## src/rtl/md_hazard_ctrl.sv

```systemverilog
// Hazard and scheduling controller for the five-stage pipeline: stall/flush,
// operand bypass selects, mult/div busy sequencing and a stall counter.
module md_hazard_ctrl #(
    parameter int unsigned MULT_CYCLES = 5,
    parameter int unsigned DIV_CYCLES  = 10,
    parameter int unsigned CNT_W       = 16
) (
    input  logic             clk,
    input  logic             reset,
    input  logic [4:0]       rs_D,
    input  logic [4:0]       rt_D,
    input  logic [1:0]       tuse_rs_D,
    input  logic [1:0]       tuse_rt_D,
    input  logic [4:0]       dst_D,
    input  logic [1:0]       tnew_D,
    input  logic [1:0]       md_kind_D,
    input  logic             md_use_D,
    output logic             stall,
    output logic             flush_E,
    output logic [1:0]       fwd_rs_D,
    output logic [1:0]       fwd_rt_D,
    output logic [1:0]       fwd_rs_E,
    output logic [1:0]       fwd_rt_E,
    output logic             md_busy,
    output logic [CNT_W-1:0] stall_cnt
);
    localparam int unsigned MD_W = 4;
    localparam logic [1:0] KIND_NONE = 2'd0;
    localparam logic [1:0] KIND_MULT = 2'd1;
    localparam logic [1:0] KIND_DIV  = 2'd2;
    localparam logic [1:0] FWD_RF    = 2'd0;
    localparam logic [1:0] FWD_M     = 2'd1;
    localparam logic [1:0] FWD_W     = 2'd2;

    typedef struct packed {
        logic [4:0] dst;
        logic [1:0] tnew;
        logic [4:0] rs;
        logic [4:0] rt;
        logic [1:0] md_kind;
    } slot_t;

    slot_t           slot_d;
    slot_t           slot_e;
    slot_t           slot_m;
    slot_t           slot_w;
    logic [MD_W-1:0] md_cnt;
    logic            stall_rs;
    logic            stall_rt;
    logic            stall_md;
    logic            unused_w_fields;

    function automatic slot_t age(input slot_t s);
        slot_t r;
        r      = s;
        r.tnew = (s.tnew == 2'd0) ? 2'd0 : s.tnew - 2'd1;
        return r;
    endfunction

    // A producer in E or M whose result is still further away than the consumer's need.
    function automatic logic data_haz(input logic [4:0] src, input logic [1:0] tuse,
                                      input slot_t e, input slot_t m);
        return (src != 5'd0) && (((e.dst == src) && (e.tnew > tuse)) ||
                                 ((m.dst == src) && (m.tnew > tuse)));
    endfunction

    function automatic logic [1:0] fwd_sel(input logic [4:0] src, input slot_t m, input slot_t w);
        logic [1:0] sel;
        sel = FWD_RF;
        if (src != 5'd0) begin
            if ((m.dst == src) && (m.tnew == 2'd0)) sel = FWD_M;
            else if (w.dst == src)                  sel = FWD_W;
        end
        return sel;
    endfunction

    always_comb begin
        slot_d         = '0;
        slot_d.dst     = dst_D;
        slot_d.tnew    = tnew_D;
        slot_d.rs      = rs_D;
        slot_d.rt      = rt_D;
        slot_d.md_kind = (md_kind_D == 2'd3) ? KIND_NONE : md_kind_D;
    end

    assign md_busy         = (md_cnt != '0);
    assign unused_w_fields = ^{slot_w.tnew, slot_w.rs, slot_w.rt, slot_w.md_kind};

    always_comb begin
        stall_rs = data_haz(rs_D, tuse_rs_D, slot_e, slot_m);
        stall_rt = data_haz(rt_D, tuse_rt_D, slot_e, slot_m);
        stall_md = md_use_D && (md_busy || (slot_e.md_kind == KIND_MULT) ||
                                (slot_e.md_kind == KIND_DIV));
        stall    = stall_rs | stall_rt | stall_md;
        flush_E  = stall;
        fwd_rs_D = fwd_sel(rs_D, slot_m, slot_w);
        fwd_rt_D = fwd_sel(rt_D, slot_m, slot_w);
        fwd_rs_E = fwd_sel(slot_e.rs, slot_m, slot_w);
        fwd_rt_E = fwd_sel(slot_e.rt, slot_m, slot_w);
    end

    always_ff @(posedge clk or negedge reset) begin
        if (!reset) begin
            slot_e <= '0;
            slot_m <= '0;
            slot_w <= '0;
        end else begin
            slot_e <= stall ? '0 : slot_d;
            slot_m <= age(slot_e);
            slot_w <= age(slot_m);
        end
    end

    // Busy countdown starts as the mult/div leaves E.
    always_ff @(posedge clk or negedge reset) begin
        if (!reset) begin
            md_cnt <= '0;
        end else if (slot_e.md_kind == KIND_MULT) begin
            md_cnt <= MD_W'(MULT_CYCLES);
        end else if (slot_e.md_kind == KIND_DIV) begin
            md_cnt <= MD_W'(DIV_CYCLES);
        end else if (md_cnt != '0) begin
            md_cnt <= md_cnt - MD_W'(1);
        end
    end

    always_ff @(posedge clk or negedge reset) begin
        if (!reset) begin
            stall_cnt <= '0;
        end else if (stall && (stall_cnt != '1)) begin
            stall_cnt <= stall_cnt + CNT_W'(1);
        end
    end
endmodule

```

## config.mk

```make
export PLATFORM = sky130hd
export DESIGN_NAME = md_hazard_ctrl
export DESIGN_NICKNAME = d
export VERILOG_FILES = /design/src/rtl/md_hazard_ctrl.sv
export SDC_FILE = /design/constraint.sdc
export NUM_CORES = 1
export LEC_CHECK = 0
export CAP_MARGIN = 20
export CORE_UTILIZATION = 47
export CTS_BUF_LIST = sky130_fd_sc_hd__clkbuf_16
export DETAILED_ROUTE_END_ITERATION = 10
export PLACE_DENSITY = 0.81
export SLEW_MARGIN = 0
export SYNTH_ARGS = -nofsm -noshare
export SYNTH_HDL_FRONTEND = slang
export SYNTH_SLANG_ARGS = --single-unit
```

## constraint.sdc

```tcl
create_clock -name clk -period 3.5 [get_ports clk]
set_input_delay 1.05 -clock clk [delete_from_list [all_inputs] [get_ports clk]]
set_output_delay 1.05 -clock clk [all_outputs]
set_load 0.05 [all_outputs]
```

==> results of run 1 <==
[power groups by stage]
stage / clock network [mW] / registers (mW) / logic, mW
finish: 0.623 / 0.858 / 0.963
global route: 0.654 / 0.875 / 1.03
CTS: 0.632 / 0.853 / 0.937
detailed placement: 0 / 0.857 / 0.891
global placement: 0 / 0.857 / 0.865
floorplan: 0 / 0.968 / 0.496
[layout make-up]
type	instances	area [um2]	area share
Timing Repair Buffer	82	746	0.184
Clock buffer	5	125	0.0309
Multi-Input combinational cell	206	1690	0.416
Sequential cell	51	1280	0.315
Inverter	14	60.1	0.0148
Tap cell	75	93.8	0.0232
Clock inverter	3	63.8	0.0157
[routing by layer]
metal	global-route usage	up-vias	wire length [um]
met1	0.284	1143	3010
met5	0	-	0
met4	0.0982	0	157
li1	-	1119	-
met2	0.397	80	3370
met3	0.0489	17	345
[worst max-delay path, delay by kind of cell]
family / cells / cell delay (ns)
and+or+nand+nor: 3 / 0.80
AOI/OAI and AO/OA: 2 / 0.40
buffers and inverters: 3 / 0.27
[timing repair]
item,4_1_cts,5_1_grt
gates resized for setup,68,21
endpoints found under the setup margin,7,6
buffers inserted,4,0
endpoints found under the hold margin,0,0
pin swaps,16,11
[Yosys cell counts (3+ instances only)]
library cell and instances:
dfrtp_1 51, xnor2_1 31, xor2_1 30, and2_1 18, nor2_1 16, inv_1 13, nor3_1 13, nand3_1 12
nand2_1 11, a21oi_1 10, ha_1 10, nor4_1 6, o21ai_0 6, and3_1 5, nand4_1 5, nor2b_1 5
clkbuf_1 4, or4_1 4, and4_1 3, buf_6 3
[final timing paths]
| check | startpoint | to | slack (ns) |
|---|---|---|---|
| worst max-delay path | rs_D[4] | stall | -0.08 |
| worst min-delay path | slot_e[16]$_DFF_PN0_ | slot_m[16]$_DFF_PN0_ | 0.46 |
| worst max register to register | slot_e[13]$_DFF_PN0_ | stall_cnt[11]$_DFFE_PN0P_ | 0.95 |
| worst min register to register | slot_e[16]$_DFF_PN0_ | slot_m[16]$_DFF_PN0_ | 0.46 |
| max in group asynchronous | reset | stall_cnt[13]$_DFFE_PN0P_ | 1.97 |
| min in group asynchronous | reset | slot_e[5]$_DFF_PN0_ | 0.76 |
[logic make-up (layout without fill, tap and decap cells)]
logic type,after synthesis,count (layout)
compound gates,27,27
mux,2,2
flops,51,51
fa+ha+maj,12,12
simple gates,104,104
xor+xnor,61,61
buf+inv,23,104
[registers in the layout (all words and copies together) (netlist names)]
signal     count
slot_m         7
md_cnt         4
stall_cnt     16
slot_e        19
slot_w         5
[stage by stage]
| stage | cell area (um2) | setup TNS, ns |
|---|---|---|
| after global placement | 3660 | -2.31 |
| after CTS | 3970 | -0.253 |
| after global routing | 4050 | -0.253 |
| after detailed placement | 3660 | -2.68 |
| final | 4050 | -0.161 |
| after floorplan | 2920 | -0.117 |
==> PnR_summary.wiki, run 1 <==
{| class="wikitable"
! Metric !! Value
|-
| Required time at the worst-slack endpoint || between 2 and 2.5 ns
|-
| Syn. warnings || 0
|-
| Mux cell area share after synthesis || 0.00871
|-
| Overall die width || approximately 80 um
|-
| RSZ-0062 raised after global routing || true
|-
| Leakage dissipation || about 1.8 nW
|-
| Pre-CTS setup slack || -0.499 ns
|-
| Number of core rows || 28
|-
| Pin count of the biggest net entering global routing || 33
|-
| Leading cell types in the layout, fill and taps excluded || 51 x dfrtp_1, 31 x buf_4, 30 x xor2_1, 29 x xnor2_1, 29 x clkdlybuf4s50_1
|-
| Post-synthesis register bit count || slightly above 50
|-
| Number of antenna violations at the first check in global routing || 0
|-
| Antenna cell count || 0
|-
| Clock edge transition at the registers on the reported setup and hold paths || ~0.070 ns
|-
| Cells along the critical path || buf_6, or4_4, nor2_4, nor4_4, a41oi_2, o211a_4, inv_8, buf_8
|-
| Worst VDD drop || just under 0.4 mV
|-
| Synthesized-area fraction occupied by ao, oa, aoi and oai cells || 0.0671
|-
| Number of vias per cell after detailed routing || roughly 5.4
|-
| Congestion Overflow GR || 0
|-
| Kind of end point of the critical path || output pin
|-
| Initial core utilization || 0.485
|-
| Combinational family with the most area after synthesis || simple AND/OR/NAND/NOR gates
|-
| Outcome || complete, but fails checks
|-
| Global routing usage summed across all routing layers || 0.233
|-
| Type of element launching the critical path || input pin
|-
| Type of the tightest min-delay check || reg -> reg
|-
| Max-Slew Margin vs Limit || 0.599
|-
| Instance count after placement with tap cells included || 424
|-
| Final core utilization || 0.684
|-
| Instance count along the most critical hold path || 0
|-
| Core region area || 0.00592 mm2
|-
| Violations in the final reports || setup timing
|-
| Final standard cell count with taps included and fillers excluded || about 440
|-
| Post-synthesis simple-gate area fraction || 0.204
|-
| Ys flop type || dfrtp_1
|-
| Worst hold slack after final layout || 0.460 ns
|-
| Cells taking the most area after synthesis || dfrtp_1 44%, xnor2_1 9.5%, xor2_1 9.2%, ha_1 4.4%, and2_1 3.9%
|-
| Post-synthesis area per instance || between 10 and 15 um2
|-
| Syn Std Cell Area || 0.00287 mm2
|-
| Seq pwr share || 0.351
|-
| Timing-limited maximum frequency || 279 MHz
|-
| Post-detail-place hpwl || around 4.7 mm
|-
| Net switching power || about 910 uW
|-
| Most area-hungry cell type in the Yosys netlist || dfrtp_1
|-
| Worst-case clock buffer depth || 2
|-
| Final Hold Fails || 0
|-
| Proportion of total power due to net switching || 0.372
|-
| Clock buffers created by TritonCTS || 5
|-
| Clock tree sinks || between 50 and 60
|-
| Setup-failing EPs final || 2
|-
| Skew final || just under 0.006 ns
|-
| Critical-path cell with the highest stage delay || or4_4
|-
| Number of filler instances in the final layout || 420
|-
| Height of the die || between 80 and 90 um
|-
| Max-cap violations || 0
|-
| Post-synth ARST share || 1.00
|-
| Share of power burned in the clock network || 0.255
|-
| Vias after detailed routing || ~2400
|-
| Die area || between 0.006 and 0.007 mm2
|-
| Count of port buffers added during placement || 52
|-
| Global-route wire length before repair || approximately 11 mm
|-
| CP Class || in -> out
|-
| Worst stage delay on the critical path || 0.53 ns
|-
| Total count of max-transition violations in the final report || 0
|-
| CTS Hold Buffers Added || 0
|-
| Number of placed I/O pins || 53
|-
| Buffer type at the clock tree root || clkbuf_16
|-
| Period minus WS final || between 3 and 4 ns
|-
| Mapped Nets || ~320
|-
| Synth cell types || 39
|-
| CTS H-tree lvls || 2
|-
| Xor-xnor portion of the synthesized cell area || 0.186
|-
| Actual transition at the worst max-transition pin || about 0.6 ns
|-
| Number of instances in the synthesized netlist || 280
|-
| Clock tree from TritonCTS || yes
|-
| Starting DRC count in detailed routing || around 130
|-
| Count of flip-flops with a built-in enable after synthesis || 0
|-
| Drt first pass iters || 4
|-
| Tcrit/Tclk final || 1.02
|-
| Average detailed-routed wire length per instance || 15.8 um
|-
| Setup slack of the critical path after layout || -0.0817 ns
|-
| Area growth, synth to finish || 41.1%
|-
| Share of the synthesized area in the top cell type || 0.444
|-
| Commonest non-fill, non-tap cell in the layout || dfrtp_1
|-
| Critical path peak fanout || 4
|-
| Fraction of the mapped netlist area in adder cells || 0.0505
|-
| Routed Antenna Nets || 0
|-
| Power density relative to cell area || approximately 600 mW/mm2
|-
| Power Internal || about 1.5 mW
|-
| Critical Path AT || about 2.5 ns
|-
| Seq/Total Area, Yosys || 0.444
|-
| Routed WL || between 6 and 7 mm
|-
| Worst-Skew Late Latency || 0.29 ns
|-
| Vias in the first global route || 2345
|-
| Fraction of final layout cells sized beyond drive strength 1 || 0.263
|-
| Number of cells on the worst reg-to-reg path || 9
|-
| DRC || 0
|-
| Net count, final || ~400
|-
| Routability congestion estimate from global placement || 0.931
|-
| Total chip power || 2.44 mW
|-
| Combinational power share || 0.394
|}
Power figures use the tool's default switching activity.
==> run 2: changes to the inputs <==
--- a/config.mk
+++ b/config.mk
@@ -14,3 +14,4 @@
 export SYNTH_ARGS = -nofsm -noshare
 export SYNTH_HDL_FRONTEND = slang
 export SYNTH_SLANG_ARGS = --single-unit
+export TNS_END_PERCENT = 30
==> run 2 against run 1 <==
Net effect:
- the run still ends with setup timing left
- core utilization fell by 1.7 points
- sequential cell count unchanged
- maximum frequency about the same
- largest cell class unchanged
==> PnR_summary.wiki, run 2 (same netlist as run 1, synthesis figures left out) <==
{| class="wikitable"
! Metric !! Value
|-
| Outcome || complete, but fails checks
|-
| Violations in the final reports || setup timing
|-
| Proportion of total power due to net switching || 0.387 (+0.0150)
|-
| Area growth, synth to finish || 37.7%
|-
| Buffer type at the clock tree root || clkbuf_16
|-
| Wire length the detailed router placed on met1 || 2.92 mm (-2.9%)
|-
| Worst path top cell family by delay || simple AND/OR/NAND/NOR gates
|-
| Number of placed I/O pins || 53 (unchanged)
|-
| Worst VDD drop || 0.412 mV (+5.2%)
|-
| Kind of end point of the critical path || output pin
|-
| Power density relative to cell area || 599 mW/mm2 (-0.62%)
|-
| Critical Path AT || 2.53 ns (about the same)
|-
| Sequential standard cell area || 0.00128 mm2 (unchanged)
|-
| Number of filler instances in the final layout || 434 (+3.3%)
|-
| Cells along the critical path || buf_6, or4_4, nor2_4, a2111oi_4, a41oi_2, o211a_4, inv_6, buf_8
|-
| Routed Antenna Nets || 0 (unchanged)
|-
| Required time at the worst-slack endpoint || 2.45 ns (about the same)
|-
| Die area || 0.00643 mm2 (unchanged)
|-
| Congestion Overflow GR || 0 (unchanged)
|-
| Vias after detailed routing || 2310 (-2.1%)
|-
| Starting DRC count in detailed routing || 53 (-60%)
|-
| Instance count after placement with tap cells included || 421 (-0.71%)
|-
| DRC || 0 (unchanged)
|-
| Count of port buffers added during placement || 52 (unchanged)
|-
| Registers with the highest flip-flop counts || slot_e x19, stall_cnt x16, slot_m x7
|-
| Leakage dissipation || 1.75 nW (-2.5%)
|-
| Post-detail-place hpwl || 4.84 mm (+2.8%)
|-
| CP Class || in -> out
|-
| Timing-limited maximum frequency || 279 MHz (about the same)
|-
| Type of the tightest min-delay check || reg -> reg
|-
| Setup slack of the critical path after layout || -0.0825 ns (-0.000775 ns)
|-
| Height of the die || 80.2 um (unchanged)
|-
| Type of element launching the critical path || input pin
|-
| Most flops, register || slot_e
|-
| Clock tree from TritonCTS || yes
|-
| Actual transition at the worst max-transition pin || 0.505 ns (-0.0973 ns)
|-
| Worst hold slack after final layout || 0.448 ns (-0.0122 ns)
|-
| Leading cell types in the layout, fill and taps excluded || 51 x dfrtp_1, 31 x xnor2_1, 30 x xor2_1, 29 x clkdlybuf4s50_1, 25 x buf_4
|-
| Final standard cell count with taps included and fillers excluded || 433 (-0.69%)
|-
| Clock tree sinks || 51 (unchanged)
|-
| Overall die width || 80.2 um (unchanged)
|-
| Largest register FFs || 19 (unchanged)
|-
| Antenna cell count || 0 (unchanged)
|-
| Skew final || 0.00485 ns (-0.000962 ns)
|-
| Vias in the first global route || 2379 (+1.4%)
|-
| Net switching power || 916 uW (+0.88%)
|-
| Pin count of the biggest net entering global routing || 33 (unchanged)
|-
| Number of antenna violations at the first check in global routing || 0 (unchanged)
|-
| Routability congestion estimate from global placement || 0.837 (-10%)
|-
| Average detailed-routed wire length per instance || 16.2 um (+2.3%)
|-
| Combinational power share || 0.397 (+0.003)
|-
| Core region area || 0.00592 mm2 (unchanged)
|-
| Power Internal || 1.45 mW (-5.4%)
|-
| Global-route wire length before repair || 11.6 mm (+3.6%)
|-
| Period minus WS final || 3.58 ns (+0.000775 ns)
|-
| Critical path peak fanout || 4 (unchanged)
|-
| Met3 routed WL || 330 um (-4.3%)
|-
| Commonest non-fill, non-tap cell in the layout || dfrtp_1
|-
| Max-cap violations || 0 (unchanged)
|-
| Number of vias per cell after detailed routing || 5.33 (-1.4%)
|-
| Worst stage delay on the critical path || 0.53 ns (about the same)
|-
| Setup-failing EPs final || 3 (+1)
|-
| Share of power burned in the clock network || 0.239 (-0.016)
|-
| CTS H-tree lvls || 2 (unchanged)
|-
| Tcrit/Tclk final || 1.02 (about the same)
|-
| Routed WL || 7.00 mm (+1.6%)
|-
| Drt first pass iters || 4 (unchanged)
|-
| Net count, final || 393 (-0.76%)
|-
| Fraction of final layout cells sized beyond drive strength 1 || 0.237 (-0.0257)
|-
| Critical path buffers and inverters || 3 (unchanged)
|-
| Critical-path cell with the highest stage delay || or4_4
|-
| Metal2 WL || 3.56 mm (+5.5%)
|-
| Initial core utilization || 0.485 (unchanged)
|-
| RSZ-0062 raised after global routing || true
|-
| Multi-input combinational cell area || 0.00163 mm2 (-3.6%)
|-
| Global routing usage summed across all routing layers || 0.242 (+0.00913)
|-
| Clock edge transition at the registers on the reported setup and hold paths || 0.07 ns (about the same)
|-
| Max-Slew Margin vs Limit || 0.663 (+0.0638)
|-
| Worst-case clock buffer depth || 2 (unchanged)
|-
| Clock buffers created by TritonCTS || 5 (unchanged)
|-
| Final core utilization || 0.668 (-0.0167)
|-
| Seq pwr share || 0.363 (+0.012)
|-
| Final Hold Fails || 0 (unchanged)
|-
| Number of core rows || 28 (unchanged)
|-
| Total count of max-transition violations in the final report || 0 (unchanged)
|-
| Worst-Skew Late Latency || 0.30 ns (about the same)
|-
| Top layer in use || met4
|}
-- run 2: per-layer routing --
layer  track usage  vias to the layer above
met2         0.423                       65
met1         0.285                     1118
met5             0                        -
li1              -                     1105
met3        0.0523                       22
met4         0.102                        0
-- run 2: worst register-to-register path, cell delays in order (launching register included) --
cell       delay (ns)
dfrtp_1          0.46
ha_4             0.30
nor2b_4          0.14
o21ai_2          0.08
a2111oi_4        0.28
a41oi_2          0.16
o211a_4          0.18
buf_4            0.24
nor4_1           0.37
xor2_1           0.18
-- run 2: what timing repair did --
item                                    in CTS  in global routing
gates resized for setup                     75                 11
endpoints found under the setup margin       7                  6
hold buffers                                 0                  0
buffers inserted                             4                  0
pin swaps                                   14                 10
-- run 2: cell type report --
class,instances,share of cell area
Multi-Input combinational cell,206,0.411
Timing Repair Buffer,79,0.184
Inverter,14,0.0146
Clock buffer,5,0.0316
Sequential cell,51,0.323
Tap cell,75,0.0237
Clock inverter,3,0.0117
-- run 2: power by group through the flow --
stage / Combinational (mW) / Sequential [mW] / Clock [mW]
floorplan: 0.491 / 0.968 / 0
global placement: 0.859 / 0.860 / 0
detailed placement: 0.883 / 0.865 / 0
CTS: 0.932 / 0.857 / 0.575
global route: 1.01 / 0.879 / 0.598
finish: 0.941 / 0.861 / 0.567
-- run 2: metrics by stage --
stage | instance area [um2] | worst slack (ns) | setup TNS (ns) | total power [mW]
2_1_floorplan | 2900 | -0.129 | -0.145 | 1.46
5_1_grt | 3950 | -0.151 | -0.368 | 2.49
3_5_place_dp | 3630 | -0.542 | -2.80 | 1.75
3_3_place_gp | 3630 | -0.473 | -2.15 | 1.72
6_report | 3950 | -0.0825 | -0.195 | 2.37
4_1_cts | 3940 | -0.0700 | -0.195 | 2.36
-- run 2: worst paths after layout --
path                            slack [ns]            startpoint  depth (start not counted)                        to
worst max-delay path                 -0.08               rs_D[1]                          8                     stall
worst min-delay path                  0.45  slot_e[14]$_DFF_PN0_                          0      slot_m[14]$_DFF_PN0_
worst max register to register        1.01  slot_e[13]$_DFF_PN0_                          9  stall_cnt[9]$_DFFE_PN0P_
worst min register to register        0.45  slot_e[14]$_DFF_PN0_                          0      slot_m[14]$_DFF_PN0_
max in group asynchronous             2.24                 reset                          2  stall_cnt[7]$_DFFE_PN0P_
min in group asynchronous             0.67                 reset                          1      slot_w[15]$_DFF_PN0_
==> run 3: changes to the inputs <==
--- a/config.mk
+++ b/config.mk
@@ -5,7 +5,7 @@
 export SDC_FILE = /design/constraint.sdc
 export NUM_CORES = 1
 export LEC_CHECK = 0
-export CAP_MARGIN = 20
+export CAP_MARGIN = 10
 export CORE_UTILIZATION = 47
 export CTS_BUF_LIST = sky130_fd_sc_hd__clkbuf_16
 export DETAILED_ROUTE_END_ITERATION = 10
==> results of run 3 <==
Final layout, timing and power as in run 2 (identical DEF).
